<file path="src/rtl/slice_write_sequencer.sv">
// -----------------------------------------------------------------------------
// slice_write_sequencer
//
// Upstream command stage for the slice-update register. Slice-write requests
// (start offset, fill data, beat count) are accepted over a valid/ready
// handshake into a small FIFO. Each request is expanded into one single-cycle
// slice write per beat, and the offset advances by SLICE after every beat.
// The wr_* outputs connect directly to the downstream register's ctrl/din
// inputs. That register's sel input is tied to 1.
//
// Optional feature macro:
//   SLICE_SEQ_WRAP_EN - when defined, the beat offset wraps modulo WIDTH.
//                       When undefined, a beat at or past WIDTH is dropped
//                       with an err pulse and the burst ends.
//
// Ports:
//   clk         in   1      rising-edge clock
//   rst         in   1      synchronous, active-high reset
//   req_valid   in   1      request present
//   req_ready   out  1      FIFO can accept (not full)
//   req_offset  in   OFFW   first-beat bit offset
//   req_data    in   SLICE  data written on every beat of the request
//   req_len     in   LENW   beats minus one
//   wr_en       out  1      slice write this cycle (registered)
//   wr_offset   out  OFFW   slice LSB position (registered, holds)
//   wr_data     out  SLICE  slice data (registered, holds)
//   err         out  1      one-cycle pulse: beat dropped as out of range
//   busy        out  1      burst in progress or FIFO non-empty
// -----------------------------------------------------------------------------
module slice_write_sequencer #(
  parameter int WIDTH = 32,
  parameter int SLICE = 8,
  parameter int DEPTH = 4,
  parameter int LENW  = 3,
  parameter int OFFW  = $clog2(WIDTH)
) (
  input  logic             clk,
  input  logic             rst,
  input  logic             req_valid,
  output logic             req_ready,
  input  logic [OFFW-1:0]  req_offset,
  input  logic [SLICE-1:0] req_data,
  input  logic [LENW-1:0]  req_len,
  output logic             wr_en,
  output logic [OFFW-1:0]  wr_offset,
  output logic [SLICE-1:0] wr_data,
  output logic             err,
  output logic             busy
);

  localparam int PTRW = (DEPTH > 1) ? $clog2(DEPTH) : 1;
  localparam int CNTW = PTRW + 1;
  // Two extra bits: the working offset can already sit at WIDTH (unwrapped)
  // and a further SLICE must still compare correctly against WIDTH.
  localparam int SUMW = OFFW + 2;

  localparam logic [CNTW-1:0] DEPTH_C   = CNTW'(DEPTH);
  localparam logic [CNTW-1:0] CNT_ZERO  = {CNTW{1'b0}};
  localparam logic [CNTW-1:0] CNT_ONE   = {{(CNTW-1){1'b0}}, 1'b1};
  localparam logic [PTRW-1:0] PTR_ONE   = {{(PTRW-1){1'b0}}, 1'b1};
  localparam logic [SUMW-1:0] WIDTH_S   = SUMW'(WIDTH);
  localparam logic [SUMW-1:0] SLICE_S   = SUMW'(SLICE);
  localparam logic [OFFW:0]   WIDTH_O   = (OFFW + 1)'(WIDTH);
  localparam logic [LENW-1:0] LEN_ZERO  = {LENW{1'b0}};
  localparam logic [LENW-1:0] LEN_ONE   = {{(LENW-1){1'b0}}, 1'b1};

  // ST_LAST: the beat on the outputs is the final one of its burst.
  // ST_MORE: the working registers hold the next beat of the current burst.
  typedef enum logic [1:0] {
    ST_IDLE = 2'd0,
    ST_LAST = 2'd1,
    ST_MORE = 2'd2
  } state_e;

  // ---------------------------------------------------------------------------
  // Request FIFO
  // ---------------------------------------------------------------------------
  logic [OFFW-1:0]  off_mem_q  [DEPTH];
  logic [SLICE-1:0] data_mem_q [DEPTH];
  logic [LENW-1:0]  len_mem_q  [DEPTH];

  logic [PTRW-1:0] wptr_q, wptr_d;
  logic [PTRW-1:0] rptr_q, rptr_d;
  logic [CNTW-1:0] count_q, count_d;

  logic fifo_full_s;
  logic fifo_empty_s;
  logic push_s;
  logic pop_s;

  // ---------------------------------------------------------------------------
  // Sequencer state, working burst registers and registered outputs
  // ---------------------------------------------------------------------------
  state_e           state_q, state_d;
  logic [OFFW:0]    off_q, off_d;
  logic [SLICE-1:0] data_q, data_d;
  logic [LENW-1:0]  rem_q, rem_d;

  logic             wr_en_q, wr_en_d;
  logic [OFFW-1:0]  wr_offset_q, wr_offset_d;
  logic [SLICE-1:0] wr_data_q, wr_data_d;
  logic             err_q, err_d;

  // Beat source for this edge: the working registers mid-burst, or the FIFO head
  logic             src_valid_s;
  logic [OFFW:0]    src_off_s;
  logic [SLICE-1:0] src_data_s;
  logic [LENW-1:0]  src_rem_s;
  logic [SUMW-1:0]  sum_s;
  logic             in_range_s;
  logic             last_s;
  logic [OFFW:0]    next_off_s;

  // FIFO status flags and handshake
  always_comb begin
    fifo_full_s  = (count_q == DEPTH_C);
    fifo_empty_s = (count_q == CNT_ZERO);
    req_ready    = !fifo_full_s;
    push_s       = req_valid && !fifo_full_s;
    // A new request is needed whenever no burst beats are pending.
    pop_s        = (state_q != ST_MORE) && !fifo_empty_s;
  end

  // FIFO pointer and occupancy next-state
  always_comb begin
    wptr_d  = wptr_q;
    rptr_d  = rptr_q;
    count_d = count_q;
    if (push_s) begin
      wptr_d = wptr_q + PTR_ONE;
    end else begin
      wptr_d = wptr_q;
    end
    if (pop_s) begin
      rptr_d = rptr_q + PTR_ONE;
    end else begin
      rptr_d = rptr_q;
    end
    case ({push_s, pop_s})
      2'b10:   count_d = count_q + CNT_ONE;
      2'b01:   count_d = count_q - CNT_ONE;
      default: count_d = count_q;
    endcase
  end

  // Beat source selection and range evaluation
  always_comb begin
    src_valid_s = 1'b0;
    src_off_s   = off_q;
    src_data_s  = data_q;
    src_rem_s   = rem_q;
    if (state_q == ST_MORE) begin
      src_valid_s = 1'b1;
      src_off_s   = off_q;
      src_data_s  = data_q;
      src_rem_s   = rem_q;
    end else if (!fifo_empty_s) begin
      src_valid_s = 1'b1;
      src_off_s   = {1'b0, off_mem_q[rptr_q]};
      src_data_s  = data_mem_q[rptr_q];
      src_rem_s   = len_mem_q[rptr_q];
    end else begin
      src_valid_s = 1'b0;
      src_off_s   = off_q;
      src_data_s  = data_q;
      src_rem_s   = rem_q;
    end

    sum_s      = {1'b0, src_off_s} + SLICE_S;
    in_range_s = (sum_s <= WIDTH_S);
    // A dropped beat abandons the rest of its burst.
    last_s     = !in_range_s || (src_rem_s == LEN_ZERO);

`ifdef SLICE_SEQ_WRAP_EN
    if (sum_s >= WIDTH_S) begin
      next_off_s = sum_s[OFFW:0] - WIDTH_O;
    end else begin
      next_off_s = sum_s[OFFW:0];
    end
`else
    next_off_s = sum_s[OFFW:0];
`endif
  end

  // FSM next-state, working registers and output register next values
  always_comb begin
    state_d     = state_q;
    off_d       = off_q;
    data_d      = data_q;
    rem_d       = rem_q;
    wr_en_d     = 1'b0;
    wr_offset_d = wr_offset_q;
    wr_data_d   = wr_data_q;
    err_d       = 1'b0;

    if (src_valid_s) begin
      wr_en_d = in_range_s;
      err_d   = !in_range_s;
      if (in_range_s) begin
        wr_offset_d = src_off_s[OFFW-1:0];
        wr_data_d   = src_data_s;
      end else begin
        wr_offset_d = wr_offset_q;
        wr_data_d   = wr_data_q;
      end
      if (last_s) begin
        // The next request (if any) is popped on the following edge, which is
        // also that request's first beat, so bursts chain without a bubble.
        state_d = ST_LAST;
        off_d   = off_q;
        data_d  = data_q;
        rem_d   = rem_q;
      end else begin
        state_d = ST_MORE;
        off_d   = next_off_s;
        data_d  = src_data_s;
        rem_d   = src_rem_s - LEN_ONE;
      end
    end else begin
      state_d = ST_IDLE;
    end
  end

  // FIFO storage write (no reset needed: entries are qualified by count)
  always_ff @(posedge clk) begin
    if (push_s) begin
      off_mem_q[wptr_q]  <= req_offset;
      data_mem_q[wptr_q] <= req_data;
      len_mem_q[wptr_q]  <= req_len;
    end
  end

  // State, pointers, working registers and output registers
  always_ff @(posedge clk) begin
    if (rst) begin
      wptr_q      <= {PTRW{1'b0}};
      rptr_q      <= {PTRW{1'b0}};
      count_q     <= CNT_ZERO;
      state_q     <= ST_IDLE;
      off_q       <= {(OFFW + 1){1'b0}};
      data_q      <= {SLICE{1'b0}};
      rem_q       <= LEN_ZERO;
      wr_en_q     <= 1'b0;
      wr_offset_q <= {OFFW{1'b0}};
      wr_data_q   <= {SLICE{1'b0}};
      err_q       <= 1'b0;
    end else begin
      wptr_q      <= wptr_d;
      rptr_q      <= rptr_d;
      count_q     <= count_d;
      state_q     <= state_d;
      off_q       <= off_d;
      data_q      <= data_d;
      rem_q       <= rem_d;
      wr_en_q     <= wr_en_d;
      wr_offset_q <= wr_offset_d;
      wr_data_q   <= wr_data_d;
      err_q       <= err_d;
    end
  end

  // Output drive
  always_comb begin
    wr_en     = wr_en_q;
    wr_offset = wr_offset_q;
    wr_data   = wr_data_q;
    err       = err_q;
    busy      = (state_q != ST_IDLE) || !fifo_empty_s;
  end

endmodule

</file>
<file path="config.mk">
export PLATFORM = sky130hd
export DESIGN_NAME = slice_write_sequencer
export DESIGN_NICKNAME = d
export VERILOG_FILES = /design/src/rtl/slice_write_sequencer.sv
export SDC_FILE = /design/constraint.sdc
export NUM_CORES = 1
export LEC_CHECK = 0
export CAP_MARGIN = 30
export CORE_ASPECT_RATIO = 0.6
export CORE_MARGIN = 3
export CORE_UTILIZATION = 43
export CTS_CLUSTER_DIAMETER = 50
export DETAILED_ROUTE_END_ITERATION = 16
export DONT_BUFFER_PORTS = 1
export MAX_ROUTING_LAYER = met4
export SLEW_MARGIN = 20
export SYNTH_ARGS = -nofsm -noshare
export SYNTH_HDL_FRONTEND = slang
export SYNTH_SLANG_ARGS = --single-unit
</file>
<file path="constraint.sdc">
create_clock -name clk -period 5.2 [get_ports clk]
set_clock_uncertainty 0.05 [all_clocks]
set_input_delay 1.04 -clock clk [delete_from_list [all_inputs] [get_ports clk]]
set_output_delay 1.04 -clock clk [all_outputs]
set_load 0.01 [all_outputs]
</file>
Word level (Yosys, flattened, before mapping)
Memories as Yosys holds them, arrays and structs flattened. A register that Yosys moved wholly into a read port is not among the register bits.
Cells that the tools add are included.

operators by class
  add/subtract/negate cells = 6
  multiply operators = 0
  divide/modulo/power cells = 0
  order comparisons = 1
  equality and inequality tests = 5
  shift operators = 0
  mux-type cells = 18
  bitwise logic cells = 2
  reductions and logical operators = 14

operators with widths
  cell                 number
  $mux 8               2
  $mux 2               7
  $mux 6               2
  $add 6x4->7 const B  1
  $le 7x6->1 const B   1
  $logic_not 3->1      2
  $mux 3               2
  $pmux 3 s2           1
  $sub 3x1->3 const B  2
  $add 2x1->2 const B  2
  $eq 2x2->1 const B   2
  $mux 1               4
  $reduce_and 2->1     2
  $reduce_bool 2->1    2
  $add 3x1->3 const B  1
  $eq 3x3->1 const B   1
  $logic_not 1->1      3
  $eq 2x1->1 const B   1
  $logic_and 1x1->1    2
  $logic_or 1x1->1     2
  $ne 2x2->1 const B   1
  $not 1->1            2
  $reduce_or 2->1      1

storage, ports and cells
  register bits = 41
  latch bits = 0
  memory bits (writable) = 64
  ROM bits = 0
  bits of input ports = 19
  output and inout bits = 17
  logic and storage cells = 60
  memories kept = 3

memory list
  memory      words  bits a word  rd ports  clocked after memory_dff  write ports  RTL line  text
  data_mem_q  4      8            1         1                         1            79        logic [SLICE-1:0] data_mem_q [DEPTH];
  off_mem_q   4      5            1         1                         1            78        logic [OFFW-1:0] off_mem_q [DEPTH];
  len_mem_q   4      3            1         1                         1            80        logic [LENW-1:0] len_mem_q [DEPTH];

Logic depth before layout (Yosys ltp)
Gate-level depths: netlist of run 1.

  depth after elaboration = 9
  mapped depth = 14

Worst setup path after synthesis of run 1
No wires, ideal clock.

  path type = register to register
  start point = reg (tool-made name)
  end point = reg data_q[0]
  library setup time = 0.121 ns
  arrival time = 3.365 ns
  slack = 1.664 ns
  stages on the path, launching flop included = 13
  buffers on the path = 2
  period minus slack after synthesis = 3.536 ns
  cells stage by stage = dfxtp_1 > buf_6 > buf_1 > mux4_2 > nand2_1 > nand2_1 > ha_1 > nor2b_1 > a21oi_1 > o21ai_0 > a21oi_2 > nor3_4 > mux2_4

RTL lines
  item                    RTL line  text
  end signal: assignment  241       data_q <= {SLICE{1'b0}};
  end signal: assignment  253       data_q <= data_d;
  end: declaration        96        logic [SLICE-1:0] data_q, data_d;

Final worst setup path of run 1
  start point = reg count_q[2]
  end point = reg data_q[1]

between the ends
  word-level cells in the longest chain between the ends = 9

RTL lines
  item                               RTL line  text
  start: declaration                 84        logic [CNTW-1:0] count_q, count_d;
  start signal: assignment           250       count_q <= count_d;
  $logic_not 3->1                    117       fifo_empty_s = (count_q == CNT_ZERO);
  $mux 6                             157       end else if (!fifo_empty_s) begin
  $mux 6                             152       if (state_q == ST_MORE) begin
  net src_off_s[4]                   106       logic [OFFW:0] src_off_s;
  $add 6x4->7                        169       sum_s = {1'b0, src_off_s} + SLICE_S;
  net sum_s[4]                       109       logic [SUMW-1:0] sum_s;
  $le 7x6->1                         170       in_range_s = (sum_s <= WIDTH_S);
  $logic_not 1->1                    172       last_s = !in_range_s || (src_rem_s == LEN_ZERO);
  $logic_or 1x1->1                   172
  $not 1->1 (no source line)         -
  $reduce_and 2->1 (no source line)  -

The timed path passes the listed nets, and every way through them passes these cells.
A chain may end at the register's enable or synchronous reset.

==> metrics.cfg, run 1 <==
[synthesis]
syn-cell-area_mm2=0.00439
synth-async-reset-ratio_pct=0
synth_sequential_area_ratio_pct=63.4
ys.flop_type=edfxtp_1
synth_warnings=0
syn_inst=325
synth_edf_count=64
yosys.cell_types.count=40
ys_ff_latch=107
syn_area_per_cell_um2=13.5
synth_fp_nets=353

[floorplanning]
rows=27
io_pins=36
design.die.area_mm2=0.0115
die_h_um=84.3
start_util_pct=45.9
core_area_mm2=0.00956
die_w_um=136

[worst_hold_path]
min_from=wptr_q[1]$_SDFFE_PP0P_
hold_path_class=register to register

[grt]
grt_overflow=0
gr-usage-all-layers_pct=16.2
grt_pass1_wl_mm=13.4
antenna_found_initial=0
grt_max_degree=44
grt_pass1_vias=2427

[power]
p_per_area_mw_per_mm2=604
finalPower_uw=2900
p_leak_uw=0.00163
peakVddDrop_mv=0.246

[sta]
fin_crit_ns=3.79
worst_pin_slew_ns=0.861
relSlewSlack_pct=42.6
finalHoldViolCount=0
drv_slew=0
fin_crit_sh_pct=72.8
setup_viol=0
fmax_ghz=0.264
rsz0062_at_grt=no
fin_setup_tns_ns=0

[setup_path]
path_cells=or3_1 > nand2_1 > buf_4 > inv_1 > buf_4 > nand2_1 > nand2_1 > ha_1 > nor2b_1 > a21oi_1 > o21ai_0 > a21oi_2 > nor3_4 > mux2_4
critPathCaptureType=register
path_buf_inv=3
start_kind=register
critPathKind=register to register
critPathTopFamily=simple AND/OR/NAND/NOR gates
path_max_fanout=16
crit_slowest_cell=nor3_4
path_common_cell=nand2_1
critical_path_required_ns=5.39
r2r_start=count_q[2]$_SDFFE_PP0P_
startpoint=count_q[2]$_SDFFE_PP0P_
arrival_ns=3.97
critical-path-max-stage-delay_ns=0.54

[clock_tree]
cts_made_buffers=9
clock_latency_ns=0.35
cts_setup_buffers=0
clockBufferDepth=2
ctsHoldBuffers=0
clock-sinks=107
cts_resized=0
cts_tree=done
htreeDepth=3
cts-root-buf=clkbuf_16
clkSlewWorstSetupHoldPaths_ns=0.07

[route]
ant_nets=0
drc=0
initialDrtViolationCount=256
via_count=2465
via_per_inst=5.38
drt-pass1-iter-count=5
wl_mm=8.46
drt-wirelength-per-cell_um=18.5

[layout]
num_antenna_cells=0
layoutNonFillerInstCount=458
drive_above_1_share_pct=14.3
areaGrowthSynthToFinish_pct=9.18
fin_area_mm2=0.00479
nets=351

[run]
cap_violations=0

[outcome]
outcome=finished clean

[place]
dpl.hpwl_mm=5.80
io_buffer_count=0
dp.cells=442
placed_area_mm2=0.00451
gp_congestion=0.852

-- final timing paths --
path / end / slack [ns] / cells past startpoint
worst max-delay path: data_q[1]$_SDFFE_PP0P_ / 1.41 / 14
worst min-delay path: wptr_q[1]$_SDFFE_PP0P_ / 0.45 / 2
worst max register to register: data_q[1]$_SDFFE_PP0P_ / 1.41 / 14
worst min register to register: wptr_q[1]$_SDFFE_PP0P_ / 0.45 / 2
-- tightest hold or removal path, stage by stage (launching register included) --
cell and delay, ns:
dfxtp_1 0.35, nand2_1 0.07, a21oi_1 0.05
-- metal layers --
layer | track usage (%) | up-vias | wire [um]
met5 | - | - | 0
met4 | 5.49 | 0 | 70
met3 | 5.93 | 5 | 690
met2 | 20.7 | 73 | 3440
met1 | 23.4 | 1186 | 4250
li1 | - | 1201 | -
-- placed cells by master, fill, tap and decap left out, types with 4 or more instances in the layout --
cell type and count:
inv_1 9, mux2i_1 7, nor3_1 6, nor2_1 13, and3_1 4, dfxtp_1 43
ha_1 8, nand4_1 5, buf_4 4, nand2_1 38, mux2_4 8, nand3_1 10
edfxtp_1 64, a21oi_1 21, nor2b_1 10, o21ai_0 11, a211oi_1 4, mux4_2 16
clkbuf_16 9
-- cell families (layout without fill, tap and decap cells) --
family / count (synthesis) / count (layout) / share of synthesized area, %
xor gates and xnor gates: 5 / 5 / 0.998
muxes: 31 / 31 / 12.5
and+or+nand+nor: 97 / 97 / 11.1
buffers and inverters: 27 / 30 / 2.51
adders and majority gates: 9 / 9 / 2.74
DFF: 107 / 107 / 63.4
AOI/OAI and AO/OA: 49 / 49 / 6.70
-- state kept, by name, summed over array words and instances, names as in the netlist, 5 cells and up, named ones only --
signal / count
data_mem_q: 32
off_mem_q: 20
len_mem_q: 12
data_q: 8
wr_data: 8
off_q: 6
wr_offset: 5
-- cells in the mapped netlist (2+ instances only) --
library cell	instances	area share [%]
mux2_4	8	2.7
xnor2_1	2	0.40
nor2b_1	10	1.4
nand2_1	38	3.2
xor2_1	3	0.60
and3_1	4	0.57
mux4_2	16	8.2
dfxtp_1	43	20
mux2i_1	7	1.6
a311oi_1	3	0.60
edfxtp_1	64	44
nor3_1	6	0.68
nand4_1	5	0.71
or3_1	3	0.43
o21ai_0	11	1.3
a211oi_1	4	0.68
inv_1	9	0.77
ha_1	8	2.3
nand3_1	10	1.1
nor2_1	13	1.1
buf_1	5	0.43
a31oi_1	2	0.29
o31ai_1	3	0.51
nor3_4	2	0.74
clkbuf_1	10	0.86
a21oi_1	21	2.4
and2_1	2	0.29
-- through the flow --
| stage | hold slack, ns | utilization [%] | setup WS [ns] |
|---|---|---|---|
| after floorplan | 0.398 | - | 1.66 |
| after global placement | 0.437 | 47.2 | 1.47 |
| after detailed placement | 0.444 | 47.2 | 1.43 |
| after CTS | 0.456 | 50.1 | 1.41 |
| after global routing | 0.469 | 50.1 | 1.10 |
| final | 0.453 | 50.1 | 1.41 |
-- report_power, final --
| group | total (uW) | switching [uW] | internal, uW |
|---|---|---|---|
| combinational | 1050 | 632 | 415 |
| sequential | 1200 | 126 | 1080 |
| clock | 645 | 312 | 333 |
| total | 2900 | 1070 | 1820 |
-- final cells by class --
cell class	instances	area, um^2
repair buffers	4	30.0
well taps	130	163
clock buffers	9	225
flip-flops and latches	107	2780
inverters	10	37.5
multi-input cells	191	1500
fillers	817	4770
clock inverters	7	57.6
(Power assumes the default switching activity.)
==> run 2, diff against run 1 <==
- clock period: 5.2 -> 3.55 ns (I/O delays scaled with it)
==> metrics.cfg, run 2 (same netlist as run 1, synthesis figures left out) <==
[setup_path]
r2r_end=data_q[2]$_SDFFE_PP0P_
start_kind=register
critPathTopFamily=multiplexers
rrSetupSlack_ns=0.33
critical-path-max-stage-delay_ns=0.55
crit_slowest_cell=mux4_2
critPathCaptureType=register
arrival_ns=3.40
critPathKind=register to register
cp_num_cells=11
critical_path_required_ns=3.74
path_cells=mux4_2 > mux2i_1 > inv_1 > ha_1 > nor2b_1 > a21oi_1 > o21ai_0 > a21oi_2 > nor3_4 > buf_12 > mux2_4
ff2ff_path_depth=11
path_buf_inv=2
path_max_fanout=9

[sta]
fin_crit_sh_pct=90.6
fin_crit_ns=3.22
holdWs_ns=0.398
rsz0062_at_grt=no
drv_slew=0
worst_pin_slew_ns=0.834
relSlewSlack_pct=44.4
fmax_ghz=0.311
setup_viol=0
setup_slack_ns=0.335
fin_setup_tns_ns=0
finalHoldViolCount=0

[grt]
grt_max_degree=44
antenna_found_initial=0
gr-usage-all-layers_pct=16.3
grt_pass1_vias=2445
grt_pass1_wl_mm=13.6
grt_overflow=0

[floorplanning]
die_w_um=136
core_area_mm2=0.00956
io_pins=36
die_h_um=84.3
design.die.area_mm2=0.0115
start_util_pct=45.9
rows=27

[power]
p_sw_share_pct=35.6
internal_power_uw=2900
p_comb_share_pct=36.9
p_per_area_mw_per_mm2=920
peakVddDrop_mv=0.331
clkPwrFrac_pct=24.7
seqPwrFrac_pct=38.4
p_leak_uw=0.00168
p_sw_uw=1600

[route]
drt-pass1-iter-count=4
wl_mm=8.43
ant_nets=0
via_count=2463
drt-wirelength-per-cell_um=18.3
initialDrtViolationCount=212
via_per_inst=5.33
drc=0

[place]
gp_congestion=0.795
placed_area_mm2=0.00453
place_ws_ns=0.211
dpl.hpwl_mm=5.57
io_buffer_count=0

[clock_tree]
clock-sinks=107
clockBufferDepth=2
clock_latency_ns=0.35
clkSlewWorstSetupHoldPaths_ns=0.07
cts_tree=done
cts-root-buf=clkbuf_16
htreeDepth=3
cts_made_buffers=9
ctsHoldBuffers=0

[layout]
regMostFlops=data_mem_q
final_cell_mix=64 x edfxtp_1, 43 x dfxtp_1, 38 x nand2_1
num_antenna_cells=0
seq_area_mm2=0.00278
nets=355
areaGrowthSynthToFinish_pct=11.4
fin_util_pct=51.1
layout_commonest_cell=edfxtp_1
reg_top3=data_mem_q: 32 flops, off_mem_q: 20 flops, len_mem_q: 12 flops
multiInputGateArea_mm2=0.00150
fin_area_mm2=0.00489
largest_reg_flops=32
fillers=832
drive_above_1_share_pct=15.7

[outcome]
outcome=finished clean

[worst_hold_path]
min_from=rst
holdPathEnd=wptr_q[1]$_SDFFE_PP0P_
hold_path_class=input pin to register
hold_path_depth=1

[run]
cap_violations=0

run 2: metrics by stage:
step	power, uW	cells
after global placement	3340	445
after global routing	4810	462
after detailed placement	3370	445
final	4500	462
after floorplan	2960	325
after CTS	4490	461
run 2: worst max-delay path by stage:
stage                         from                   endpoint
after CTS                 register     data_q[5]$_SDFFE_PP0P_
after floorplan           register     data_q[0]$_SDFFE_PP0P_
after global routing      register  wr_offset[4]$_SDFFE_PP0P_
final                     register     data_q[2]$_SDFFE_PP0P_
after global placement    register     data_q[2]$_SDFFE_PP0P_
after detailed placement  register     data_q[4]$_SDFFE_PP0P_
run 2: cell type report:
class                      instances  area share (%)
multi-input combinational        191            30.6
sequential                       107            56.9
clock inverter                     7            2.28
tap                              130            3.33
clock buffer                       9            4.61
timing repair buffer               8            1.48
inverter                          10           0.768
run 2: what timing repair did:
| item | in CTS | in global routing |
|---|---|---|
| gates resized for setup | 0 | 0 |
| setup endpoints to repair | 0 | 10 |
| buffers inserted | 0 | 1 |
run 2: metal layers:
metal  share of wire (%)  global-route usage [%]
met1                  51                    24.4
met2                  41                    20.5
met3                 7.7                    6.11
met4                0.42                    4.21
met5                   0                       -
run 2: power by group through the flow:
| stage | Combinational, uW | Clock, uW | Sequential [uW] |
|---|---|---|---|
| 2_1_floorplan | 1250 | 0 | 1720 |
| 3_3_place_gp | 1590 | 0 | 1750 |
| 3_5_place_dp | 1610 | 0 | 1760 |
| 4_1_cts | 1620 | 1140 | 1730 |
| 5_1_grt | 1860 | 1200 | 1760 |
| 6_report | 1660 | 1110 | 1730 |
==> run 3, diff against run 2 <==
- PLACE_DENSITY: default -> 0.55
==> metrics.cfg, run 3 (same netlist as run 1, synthesis figures left out) <==
[grt]
antenna_found_initial=0
grt_overflow=0
grt_pass1_wl_mm=13.8
grt_util_met3_pct=6.35
grt_pass1_vias=2441
grt_max_degree=44
met2_usage_pct=19.9
gr-usage-all-layers_pct=16.4
top_usage_layer=met1
use_met1_pct=24.9

[sta]
finalHoldViolCount=0
fin_crit_sh_pct=89.4
setup_viol=0
fin_crit_ns=3.17
rsz0062_at_grt=no
relSlewSlack_pct=43.2
setup_slack_ns=0.375
worst_pin_slew_ns=0.852
drv_slew=0
fmax_ghz=0.315
fin_setup_tns_ns=0
holdWs_ns=0.384

[layout]
nets=358
layoutNonFillerInstCount=465
num_antenna_cells=0
drive_above_1_share_pct=15.8
final_cell_mix=64 x edfxtp_1, 43 x dfxtp_1, 38 x nand2_1
regMostFlops=data_mem_q
reg_top3=data_mem_q: 32 flops, off_mem_q: 20 flops, len_mem_q: 12 flops
largest_reg_flops=32
layout_commonest_cell=edfxtp_1
areaGrowthSynthToFinish_pct=11.0

[clock_tree]
cts_tree=done
clockBufferDepth=2
ctsHoldBuffers=0
clkSlewWorstSetupHoldPaths_ns=0.07
cts-root-buf=clkbuf_16
clock-sinks=107
clock_latency_ns=0.35
cts_made_buffers=9
htreeDepth=3

[worst_hold_path]
hold_path_class=input pin to register

[outcome]
outcome=finished clean

[place]
place_ws_ns=0.224
io_buffer_count=0
gp_congestion=0.766
dpl.hpwl_mm=5.66
dp.cells=448

[setup_path]
critPathCaptureType=register
critical-path-max-stage-delay_ns=0.55
arrival_ns=3.36
critPathKind=register to register
start_kind=register
path_cells=mux4_2 > mux2i_1 > inv_1 > ha_1 > nor2b_1 > a21oi_1 > o21ai_0 > a21oi_2 > nor3_4 > buf_12 > mux2_4
critPathTopFamily=multiplexers
path_max_fanout=9
critical_path_required_ns=3.74
path_buf_inv=2
crit_slowest_cell=mux4_2

[run]
cap_violations=0

[floorplanning]
start_util_pct=45.9
rows=27
die_h_um=84.3
design.die.area_mm2=0.0115
core_area_mm2=0.00956
io_pins=36
die_w_um=136

[power]
peakVddDrop_mv=0.346
p_leak_uw=0.00167
p_per_area_mw_per_mm2=914

[route]
initialDrtViolationCount=173
via_count=2510
drt-wirelength-per-cell_um=18.3
via_per_inst=5.40
wl_mm=8.52
ant_nets=0
drt-pass1-iter-count=4
drc=0

[run 3: cell count changes in the layout (fill, tap and decap cells not counted), sizes merged]
cell	before	now
buf	8	11
clkinv	1	2
bufinv	2	1
clkinvlp	0	1
clkbuf	9	10
inv	14	12
[run 3: final cells by class]
class | instances | area, um^2
clock buffers | 10 | 229
clock inverters | 6 | 70.1
fillers | 819 | 4690
inverters | 10 | 37.5
multi-input cells | 191 | 1500
flip-flops and latches | 107 | 2780
well taps | 130 | 163
repair buffers | 11 | 95.1
[run 3: worst paths after layout]
check	from	endpoint	slack, ns	depth (start not counted)
worst max-delay path	register	data_q[6]$_SDFFE_PP0P_	0.38	11
worst max register to register	register	data_q[6]$_SDFFE_PP0P_	0.38	11
worst min-delay path	rst	rem_q[0]$_SDFFE_PP0P_	0.38	1
worst min register to register	rem_q[0]$_SDFFE_PP0P_	rem_q[0]$_SDFFE_PP0P_	0.44	2
[run 3: layer usage]
metal	wire (um)	part of all wire, %
met1	4430	52
met3	650	7.6
met2	3330	39
met4	99	1.2
met5	0	0
[run 3: timing repair]
| action | in CTS | in global routing |
|---|---|---|
| gates resized for setup | 0 | 0 |
| setup endpoints to repair | 0 | 10 |
| setup buffers | 0 | 1 |
[run 3: stage by stage]
step / cell area, um^2 / total power [uW] / utilization (%)
after detailed placement: 4550 / 3410 / 47.6
after global placement: 4550 / 3390 / 47.6
final: 4870 / 4450 / 51.0
after global routing: 4870 / 4750 / 51.0
after floorplan: 4390 / 2960 / -
after CTS: 4850 / 4430 / 50.8
[run 3: worst reg2reg max path: cells and delay by family, from the launching register on]
kind	cells	cell delay, ns
compound gates	3	0.56
fa+ha+maj	1	0.35
buf+inv	2	0.23
flops	1	0.44
mux	3	1.04
simple gates	2	0.39
[run 3: power by group]
part / switching [uW] / total, uW / internal (uW) / leakage, uW
Sequential: 167 / 1740 / 1580 / 0.000939
Clock: 461 / 1020 / 555 / 0.000143
Combinational: 975 / 1690 / 718 / 0.000591
